`src/rtl/backbone_pkg.sv`:
```
// Shared definitions for the backbone pipeline: FSM encoding and width helpers.
package backbone_pkg;

  typedef enum logic [1:0] {
    StIdle    = 2'b00,
    StCollect = 2'b01,
    StDone    = 2'b10
  } state_e;

  function automatic int unsigned j_width(input int unsigned j);
    return $clog2(j) + 1;
  endfunction

  function automatic int unsigned sum_width(input int unsigned dw, input int unsigned j);
    return dw + $clog2(j);
  endfunction

endpackage

```
`src/rtl/backbone_j_maxtrack.sv`:
```
// Running maximum and its index over one frame; the first element always loads.
module backbone_j_maxtrack #(
  parameter int unsigned DATAWIDTH = 32,
  parameter int unsigned IDX_WIDTH = 5
) (
  input  logic                 clk,
  input  logic                 rst_n,
  input  logic                 clear,
  input  logic                 load,
  input  logic [IDX_WIDTH-1:0] idx,
  input  logic [DATAWIDTH-1:0] data,
  output logic [DATAWIDTH-1:0] max_val,
  output logic [IDX_WIDTH-1:0] max_idx
);

  logic [DATAWIDTH-1:0] max_q;
  logic [IDX_WIDTH-1:0] idx_q;

  // Strict greater-than so ties keep the lowest index.
  always_ff @(posedge clk or negedge rst_n) begin
    if (!rst_n) begin
      max_q <= '0;
      idx_q <= '0;
    end else if (clear) begin
      max_q <= '0;
      idx_q <= '0;
    end else if (load && ((idx == '0) || (data > max_q))) begin
      max_q <= data;
      idx_q <= idx;
    end
  end

  assign max_val = max_q;
  assign max_idx = idx_q;

endmodule

```
`src/rtl/backbone_j_collect.sv`:
```
// Collects J-1 serial backbone words into a packed vector with a running sum.
// Max/argmax tracking is built only when BACKBONE_J_ARGMAX_EN is defined.
module backbone_j_collect
  import backbone_pkg::*;
#(
  parameter int unsigned J         = 14,
  parameter int unsigned DATAWIDTH = 32,
  localparam int unsigned J_WIDTH   = j_width(J),
  localparam int unsigned SUM_WIDTH = sum_width(DATAWIDTH, J)
) (
  input  logic                         clk,
  input  logic                         rst_n,
  input  logic                         start,
  input  logic                         backbone_J_tvalid,
  input  logic [DATAWIDTH-1:0]         backbone_J,
  output logic                         vec_tvalid,
  input  logic                         vec_tready,
  output logic [(J-1)*DATAWIDTH-1:0]   vec_tdata,
  output logic [SUM_WIDTH-1:0]         vec_sum,
  output logic [DATAWIDTH-1:0]         vec_max,
  output logic [J_WIDTH-1:0]           vec_argmax,
  output logic                         overrun
);

  state_e                       state_q;
  logic [J_WIDTH-1:0]           cnt_q;
  logic [SUM_WIDTH-1:0]         sum_q;
  logic                         valid_q;
  logic                         overrun_q;
  logic [(J-1)*DATAWIDTH-1:0]   data_q;
  logic                         capture;
  logic                         last;

  // start wins over a coincident element, so that element is never captured.
  assign capture = (state_q == StCollect) && backbone_J_tvalid && !start;
  assign last    = (cnt_q == J_WIDTH'(J - 2));

  always_ff @(posedge clk or negedge rst_n) begin
    if (!rst_n) begin
      state_q   <= StIdle;
      cnt_q     <= '0;
      sum_q     <= '0;
      valid_q   <= 1'b0;
      overrun_q <= 1'b0;
    end else if (start) begin
      state_q   <= StCollect;
      cnt_q     <= '0;
      sum_q     <= '0;
      valid_q   <= 1'b0;
      overrun_q <= backbone_J_tvalid;
    end else begin
      case (state_q)
        StIdle: begin
          if (backbone_J_tvalid) overrun_q <= 1'b1;
        end
        StCollect: begin
          if (capture) begin
            cnt_q <= cnt_q + J_WIDTH'(1);
            sum_q <= sum_q + SUM_WIDTH'(backbone_J);
            if (last) begin
              state_q <= StDone;
              valid_q <= 1'b1;
            end
          end
        end
        StDone: begin
          if (backbone_J_tvalid) overrun_q <= 1'b1;
          if (valid_q && vec_tready) begin
            state_q <= StIdle;
            valid_q <= 1'b0;
          end
        end
        default: state_q <= StIdle;
      endcase
    end
  end

  always_ff @(posedge clk or negedge rst_n) begin
    if (!rst_n) begin
      data_q <= '0;
    end else begin
      for (int k = 0; k < int'(J) - 1; k++) begin
        if (capture && (cnt_q == J_WIDTH'(k))) begin
          data_q[k*DATAWIDTH +: DATAWIDTH] <= backbone_J;
        end
      end
    end
  end

  assign vec_tvalid = valid_q;
  assign vec_tdata  = data_q;
  assign vec_sum    = sum_q;
  assign overrun    = overrun_q;

`ifdef BACKBONE_J_ARGMAX_EN
  backbone_j_maxtrack #(
    .DATAWIDTH (DATAWIDTH),
    .IDX_WIDTH (J_WIDTH)
  ) u_maxtrack (
    .clk     (clk),
    .rst_n   (rst_n),
    .clear   (start),
    .load    (capture),
    .idx     (cnt_q),
    .data    (backbone_J),
    .max_val (vec_max),
    .max_idx (vec_argmax)
  );
`else
  assign vec_max    = '0;
  assign vec_argmax = '0;
`endif

endmodule

```
`config.mk`:
```
export PLATFORM = sky130hd
export DESIGN_NAME = backbone_j_collect
export DESIGN_NICKNAME = d
export VERILOG_FILES = /design/src/rtl/backbone_pkg.sv /design/src/rtl/backbone_j_maxtrack.sv /design/src/rtl/backbone_j_collect.sv
export SDC_FILE = /design/constraint.sdc
export NUM_CORES = 1
export LEC_CHECK = 0
export ABC_AREA = 1
export BUFFER_PORTS_ARGS = -buffer_cell sky130_fd_sc_hd__buf_4
export CAP_MARGIN = 25
export CORE_MARGIN = 2
export CORE_UTILIZATION = 35
export DETAILED_ROUTE_END_ITERATION = 16
export GPL_TIMING_DRIVEN = 0
export PLACE_DENSITY = 0.54
export SYNTH_ARGS = -nofsm -noshare
export SYNTH_HDL_FRONTEND = slang
export SYNTH_SLANG_ARGS = --single-unit
```
`constraint.sdc`:
```
create_clock -name clk -period 5.16 [get_ports clk]
set_clock_uncertainty 0.15 [all_clocks]
set_input_delay 0.258 -clock clk [delete_from_list [all_inputs] [get_ports clk]]
set_output_delay 0.258 -clock clk [all_outputs]
set_load 0.05 [all_outputs]
```
* After elaboration in Yosys (flattened, before gate mapping)
Index checks and enable logic that the tools add are counted.
Operators by class: muxes and demuxes 19, add/subtract/negate cells 2, reduce and logical (&&, ||, !) cells 29, equal/unequal tests 18
Operators with widths (number):
- $mux W36 | 3
- $add A36 B32 Y36 | 1
- $eq A5 B4 Y1 const B | 5
- $eq A5 B3 Y1 const B | 4
- $logic_and A1 B1 Y1 | 16
- $mux W5 | 3
- $eq A5 B2 Y1 const B | 2
- $ne A3 B3 Y1 const B | 3
- $mux W2 | 4
- $reduce_and A4 Y1 | 2
- $reduce_bool A2 Y1 | 4
- $mux W1 | 7
- $pmux W2 S3 | 1
- $add A5 B1 Y5 const B | 1
- $eq A5 B1 Y1 const B | 1
- $logic_not A5 Y1 | 1
- $reduce_and A2 Y1 | 2
- $reduce_bool A3 Y1 | 1
- $eq A2 B1 Y1 const B | 1
- $eq A2 B2 Y1 const B | 1
- $logic_not A2 Y1 | 1
- $ne A2 B2 Y1 const B | 1
- $pmux W1 S2 | 1
- $reduce_or A2 Y1 | 1
- $logic_not A1 Y1 | 1
Storage, ports and cells: output and inout port bits 491, bits in registers 461, logic and storage cells 86, input port bits 37

* Logic depth before layout (Yosys ltp)
depth after elaboration 6, mapped depth 14, gate-level depth less buffers 14

* Least setup slack after synthesis
OpenSTA, ideal clock, no wires.
kind reg2reg, from register sum_q[0], in the netlist vec_sum[0], to register sum_q[22], in the netlist vec_sum[22], stages on the path, launching flop included 14, arrival 2.060 ns, clock period less this slack 2.293 ns, slack 2.867 ns, library setup time 0.083 ns, path through dfrtp_1 -> ha_1 -> fa_1 -> nand2_1 -> nor2_1 -> nor2_1 -> o21ai_0 -> nand2_1 -> nand2_1 -> nand2_1 -> nand2_1 -> nand2_1 -> nand2_1 -> o21ai_0
Between the ends: cells in the longest elaborated chain, start to end 4
Ends and longest elaborated chain:
- start: declaration | RTL line backbone_j_collect.sv:27 | logic [SUM_WIDTH-1:0] sum_q;
- start signal: assignment | RTL line backbone_j_collect.sv:59 | sum_q <= sum_q + SUM_WIDTH'(backbone_J);
- $add A36 B32 Y36 | RTL line backbone_j_collect.sv:59
- $mux W36 | RTL line backbone_j_collect.sv:57 | if (capture) begin
- $mux W36 | RTL line backbone_j_collect.sv:52 | case (state_q)
- $mux W36 | RTL line backbone_j_collect.sv:45 | end else if (start) begin
No other way between the ends. The select of a mux whose other input is x is not followed. A chain may end at the register's enable or synchronous reset.

* Worst setup path after layout
from register sum_q[0], in the netlist vec_sum[0], to register sum_q[30], in the netlist vec_sum[30]
Same word-level chain as after synthesis.

==> impl_results.html <==
<table>
<tr><th>Metric</th><th>Value</th></tr>
<tr><th colspan="2">Outcome</th></tr>
<tr><td>Outcome</td><td>completed</td></tr>
<tr><th colspan="2">GRT</th></tr>
<tr><td>Vias in the first global route</td><td>16.5k</td></tr>
<tr><td>Pin count of the biggest net entering global routing</td><td>127</td></tr>
<tr><td>Global-route wire length before repair</td><td>105 mm</td></tr>
<tr><td>Overflow left after global routing</td><td>0</td></tr>
<tr><td>Aggregate global-route resource usage</td><td>25.0%</td></tr>
<tr><td>Antenna violations before repair</td><td>1</td></tr>
<tr><th colspan="2">Yosys</th></tr>
<tr><td>Synth top area cells</td><td>sky130_fd_sc_hd__dfrtp_1 61%, sky130_fd_sc_hd__nand2_1 13%, sky130_fd_sc_hd__o21ai_0 11%, sky130_fd_sc_hd__inv_1 2.4%, sky130_fd_sc_hd__ha_1 2.4%</td></tr>
<tr><td>Synth top area share</td><td>60.5%</td></tr>
<tr><td>Post-synthesis instance total</td><td>2111</td></tr>
<tr><td>Async set or reset register ratio after synthesis</td><td>100%</td></tr>
<tr><td>Count of different cell masters after synthesis</td><td>35</td></tr>
<tr><td>Warning count from the yosys run</td><td>0</td></tr>
<tr><td>Netlist Area Pre-Place</td><td>19100 um^2</td></tr>
<tr><td>Yosys top cell by area</td><td>sky130_fd_sc_hd__dfrtp_1</td></tr>
<tr><td>Register bit count reported by yosys</td><td>461</td></tr>
<tr><td>Prevailing post-synth register cell</td><td>sky130_fd_sc_hd__dfrtp_1</td></tr>
<tr><td>Mean instance size in the synthesized netlist</td><td>9.03 um^2</td></tr>
<tr><td>Part of the Yosys area used for sequential elements</td><td>60.5%</td></tr>
<tr><td>Number of enable-type register cells in the synthesized netlist</td><td>0</td></tr>
<tr><th colspan="2">Clock network</th></tr>
<tr><td>Buffers inserted during post-CTS setup optimization</td><td>0</td></tr>
<tr><td>Clock latency reported for the late side of the worst-skew pair</td><td>0.59 ns</td></tr>
<tr><td>TritonCTS clock tree</td><td>built</td></tr>
<tr><td>TritonCTS sink count</td><td>461</td></tr>
<tr><td>Clock tree buffer depth</td><td>3</td></tr>
<tr><td>Clock transition at the register clock pins on the worst setup and hold paths after CTS</td><td>0.06 ns</td></tr>
<tr><td>Clock root buffer master</td><td>sky130_fd_sc_hd__clkbuf_16</td></tr>
<tr><td>Number of buffers added by the clock tree synthesis step</td><td>50</td></tr>
<tr><td>Number of levels in the clock H-tree</td><td>2</td></tr>
<tr><th colspan="2">Die</th></tr>
<tr><td>Die X</td><td>237 um</td></tr>
<tr><td>Die Area</td><td>56400 um^2</td></tr>
<tr><td>Initial core utilization</td><td>35.4%</td></tr>
<tr><td>Placeable Area</td><td>53800 um^2</td></tr>
<tr><td>Die boundary height</td><td>237 um</td></tr>
<tr><td>Cell Rows</td><td>85</td></tr>
<tr><td>I/O pin cnt</td><td>528</td></tr>
<tr><th colspan="2">Final layout</th></tr>
<tr><td>Post-layout instance area</td><td>26000 um^2</td></tr>
<tr><td>Area growth syn-to-layout</td><td>36.5%</td></tr>
<tr><td>Area of the multi-input gates</td><td>6450 um^2</td></tr>
<tr><td>Nets</td><td>2804</td></tr>
<tr><td>Leading cell types in the layout, fill and taps excluded</td><td>674 x sky130_fd_sc_hd__nand2_1, 527 x sky130_fd_sc_hd__buf_4, 461 x sky130_fd_sc_hd__dfrtp_1</td></tr>
<tr><td>Most common library cell in the layout ignoring fill and taps</td><td>sky130_fd_sc_hd__nand2_1</td></tr>
<tr><td>Layout Utilization</td><td>48.4%</td></tr>
<tr><td>Area used by sequential logic in the layout</td><td>11500 um^2</td></tr>
<tr><td>Number of fill cells</td><td>5211</td></tr>
<tr><td>Fraction of final layout cells with drive strength greater than 1</td><td>23.0%</td></tr>
<tr><th colspan="2">STA</th></tr>
<tr><td>Count of pins over their slew limit</td><td>0</td></tr>
<tr><td>Final hold violation count</td><td>0</td></tr>
<tr><td>Period minus WS final</td><td>2.70 ns</td></tr>
<tr><td>Setup violations, final</td><td>0</td></tr>
<tr><td>F_max</td><td>371 MHz</td></tr>
<tr><td>Transition time at the pin with the least slew margin</td><td>0.999 ns</td></tr>
<tr><td>Share of the cycle needed by the critical path after routing</td><td>52.2%</td></tr>
<tr><td>Worst-case headroom to the max-slew limit</td><td>33.4%</td></tr>
<tr><td>Setup slack after layout</td><td>2.46 ns</td></tr>
<tr><td>Setup repair after global routing missed its margin</td><td>false</td></tr>
<tr><td>Final TNS setup</td><td>0 ns</td></tr>
<tr><th colspan="2">Routing</th></tr>
<tr><td>Detailed-route via count</td><td>17.1k</td></tr>
<tr><td>DRC Markers</td><td>0</td></tr>
<tr><td>Number of vias per cell after detailed routing</td><td>4.93</td></tr>
<tr><td>Routed wire length per instance</td><td>20.8 um</td></tr>
<tr><td>First-pass iteration count of the detailed router</td><td>5</td></tr>
<tr><td>Final WL</td><td>72.2 mm</td></tr>
<tr><td>Number of design-rule violations left by the first detailed-router iteration</td><td>1173</td></tr>
<tr><td>DRT antenna net count</td><td>0</td></tr>
<tr><th colspan="2">Power</th></tr>
<tr><td>Cell leakage power</td><td>0.0135 uW</td></tr>
<tr><td>Clock network power share</td><td>36.6%</td></tr>
<tr><td>Psw</td><td>3610 uW</td></tr>
<tr><td>VDD IR max</td><td>251 uV</td></tr>
<tr><td>Total internal power</td><td>6920 uW</td></tr>
<tr><td>Power density over the cells</td><td>405 nW/um^2</td></tr>
<tr><td>Sequential cell fraction of total power</td><td>39.1%</td></tr>
<tr><td>Combinational cell fraction of total power</td><td>24.3%</td></tr>
<tr><td>Proportion of total power due to net switching</td><td>34.3%</td></tr>
<tr><th colspan="2">Worst hold path</th></tr>
<tr><td>Type of the worst min-delay path</td><td>in -&gt; async</td></tr>
<tr><th colspan="2">Setup path</th></tr>
<tr><td>Data required time at the worst endpoint</td><td>5.48 ns</td></tr>
<tr><td>WS Path Type</td><td>reg -&gt; reg</td></tr>
<tr><td>Crit start category</td><td>register</td></tr>
<tr><td>Maximum fanout count along the critical path</td><td>4</td></tr>
<tr><td>CP max stage cell</td><td>sky130_fd_sc_hd__o21ai_0</td></tr>
<tr><td>Ordered list of cells on the worst path</td><td>ha_1, fa_1, nand2_1, nor2_1, nor2_1, o21ai_0, nand2_1, nand2_1, nand3_1, nand2_1, nand2_1, nand3_1, nand2_1</td></tr>
<tr><td>Crit-path max cell delay</td><td>0.42 ns</td></tr>
<tr><td>Register-to-register setup slack</td><td>2.46 ns</td></tr>
<tr><td>Most numerous cell on the critical path</td><td>sky130_fd_sc_hd__nand2_1</td></tr>
<tr><td>CP Capture Type</td><td>register</td></tr>
<tr><td>Crit path DAT</td><td>3.01 ns</td></tr>
<tr><th colspan="2">Run</th></tr>
<tr><td>Number of maximum-capacitance constraint violations</td><td>0</td></tr>
<tr><th colspan="2">Placement</th></tr>
<tr><td>HPWL reported at the end of detailed placement</td><td>55.0 mm</td></tr>
<tr><td>RePlAce Congestion</td><td>0.932</td></tr>
<tr><td>Post-place setup slack</td><td>2.48 ns</td></tr>
<tr><td>PortBufs</td><td>490</td></tr>
<tr><td>Instance area after placement</td><td>23900 um^2</td></tr>
</table>
[critical path, delay by kind of cell, from the launching register on]
kind                     cells  cell delay, ns
AO/OA/AOI/OAI                1            0.42
adder cells (fa/ha/maj)      2            0.56
flip-flops                   1            0.40
AND/OR/NAND/NOR             10            1.04
[cells by family after synthesis]
kind of cell,synth area share [%]
compound gates,13.9
flops,60.5
simple gates,16.7
buf+inv,6.36
fa+ha+maj,2.47
other cells,0.0197
[power by group through the flow]
stage / Combinational (uW) / Clock (uW) / Sequential [uW]
CTS: 2570 / 3920 / 4120
global route: 2700 / 4070 / 4150
finish: 2560 / 3860 / 4120
floorplan: 576 / 0 / 5190
detailed placement: 2550 / 0 / 4180
global placement: 2530 / 0 / 4170
[cells in the mapped netlist, types with 2 or more instances]
cell                       instances
sky130_fd_sc_hd__nand2_1         674
sky130_fd_sc_hd__nor3_1            9
sky130_fd_sc_hd__o21ai_0         413
sky130_fd_sc_hd__clkbuf_1        108
sky130_fd_sc_hd__nand3b_1          5
sky130_fd_sc_hd__nor3b_2           2
sky130_fd_sc_hd__a22o_1            2
sky130_fd_sc_hd__inv_1           122
sky130_fd_sc_hd__buf_4            38
sky130_fd_sc_hd__o21ai_1          47
sky130_fd_sc_hd__nor2_1           63
sky130_fd_sc_hd__buf_2             9
sky130_fd_sc_hd__nand4_1           2
sky130_fd_sc_hd__inv_2             3
sky130_fd_sc_hd__o21bai_1          4
sky130_fd_sc_hd__nand3_1          40
sky130_fd_sc_hd__ha_1             36
sky130_fd_sc_hd__dfrtp_1         461
sky130_fd_sc_hd__a21oi_1          55
sky130_fd_sc_hd__nand3_2           3
[what timing repair did]
action / in CTS / in global routing
resized for setup: 0 / 0
hold buffers: 37 / 0
hold endpoints to repair: 335 / 0
[metrics by stage]
step	power [uW]	instances	hold slack, ns
3_5_place_dp	6730	3337	0.0824
5_1_grt	10900	3469	0.0836
4_1_cts	10600	3468	0.0403
2_1_floorplan	5770	2147	-0.188
3_3_place_gp	6700	3333	0.317
6_report	10500	3469	0.0358
[sequential cells by signal, summed over array words and instances (netlist names)]
name and cells:
cnt_q 5, overrun 1, state_q 2, vec_sum 36
vec_tdata 416, vec_tvalid 1
[path summary, 6_finish.rpt]
kind / depth (start not counted) / to / from
worst max register to register: 13 / vec_sum[30] / vec_sum[0]
worst max-delay path: 13 / vec_sum[30] / vec_sum[0]
min in group clk: 2 / vec_tdata[386] / vec_tdata[386]
worst min-delay path: 2 / vec_tdata[410] / rst_n
worst min register to register: 2 / vec_tdata[386] / vec_tdata[386]
max in group asynchronous: 4 / vec_tdata[203] / rst_n
[layout make-up]
cell class                 count  area share, %
sequential                   461           44.3
multi-input combinational   1404           24.8
timing repair buffer         531           16.0
clock buffer                  78           5.87
tap                          696           3.35
buffer                       156           2.84
inverter                     126           1.82
clock inverter                16          0.981
antenna                        1        0.00962
[per-layer routing]
metal  vias to the layer above  share of wire (%)  GRT usage [%]
li1                       8025                  -              -
met1                      8429                 42           32.0
met2                       525                 49           42.3
met3                       118                5.7           4.44
met4                         0                3.8           9.40
met5                         -                  0              0
Power figures use the tool's default switching activity.
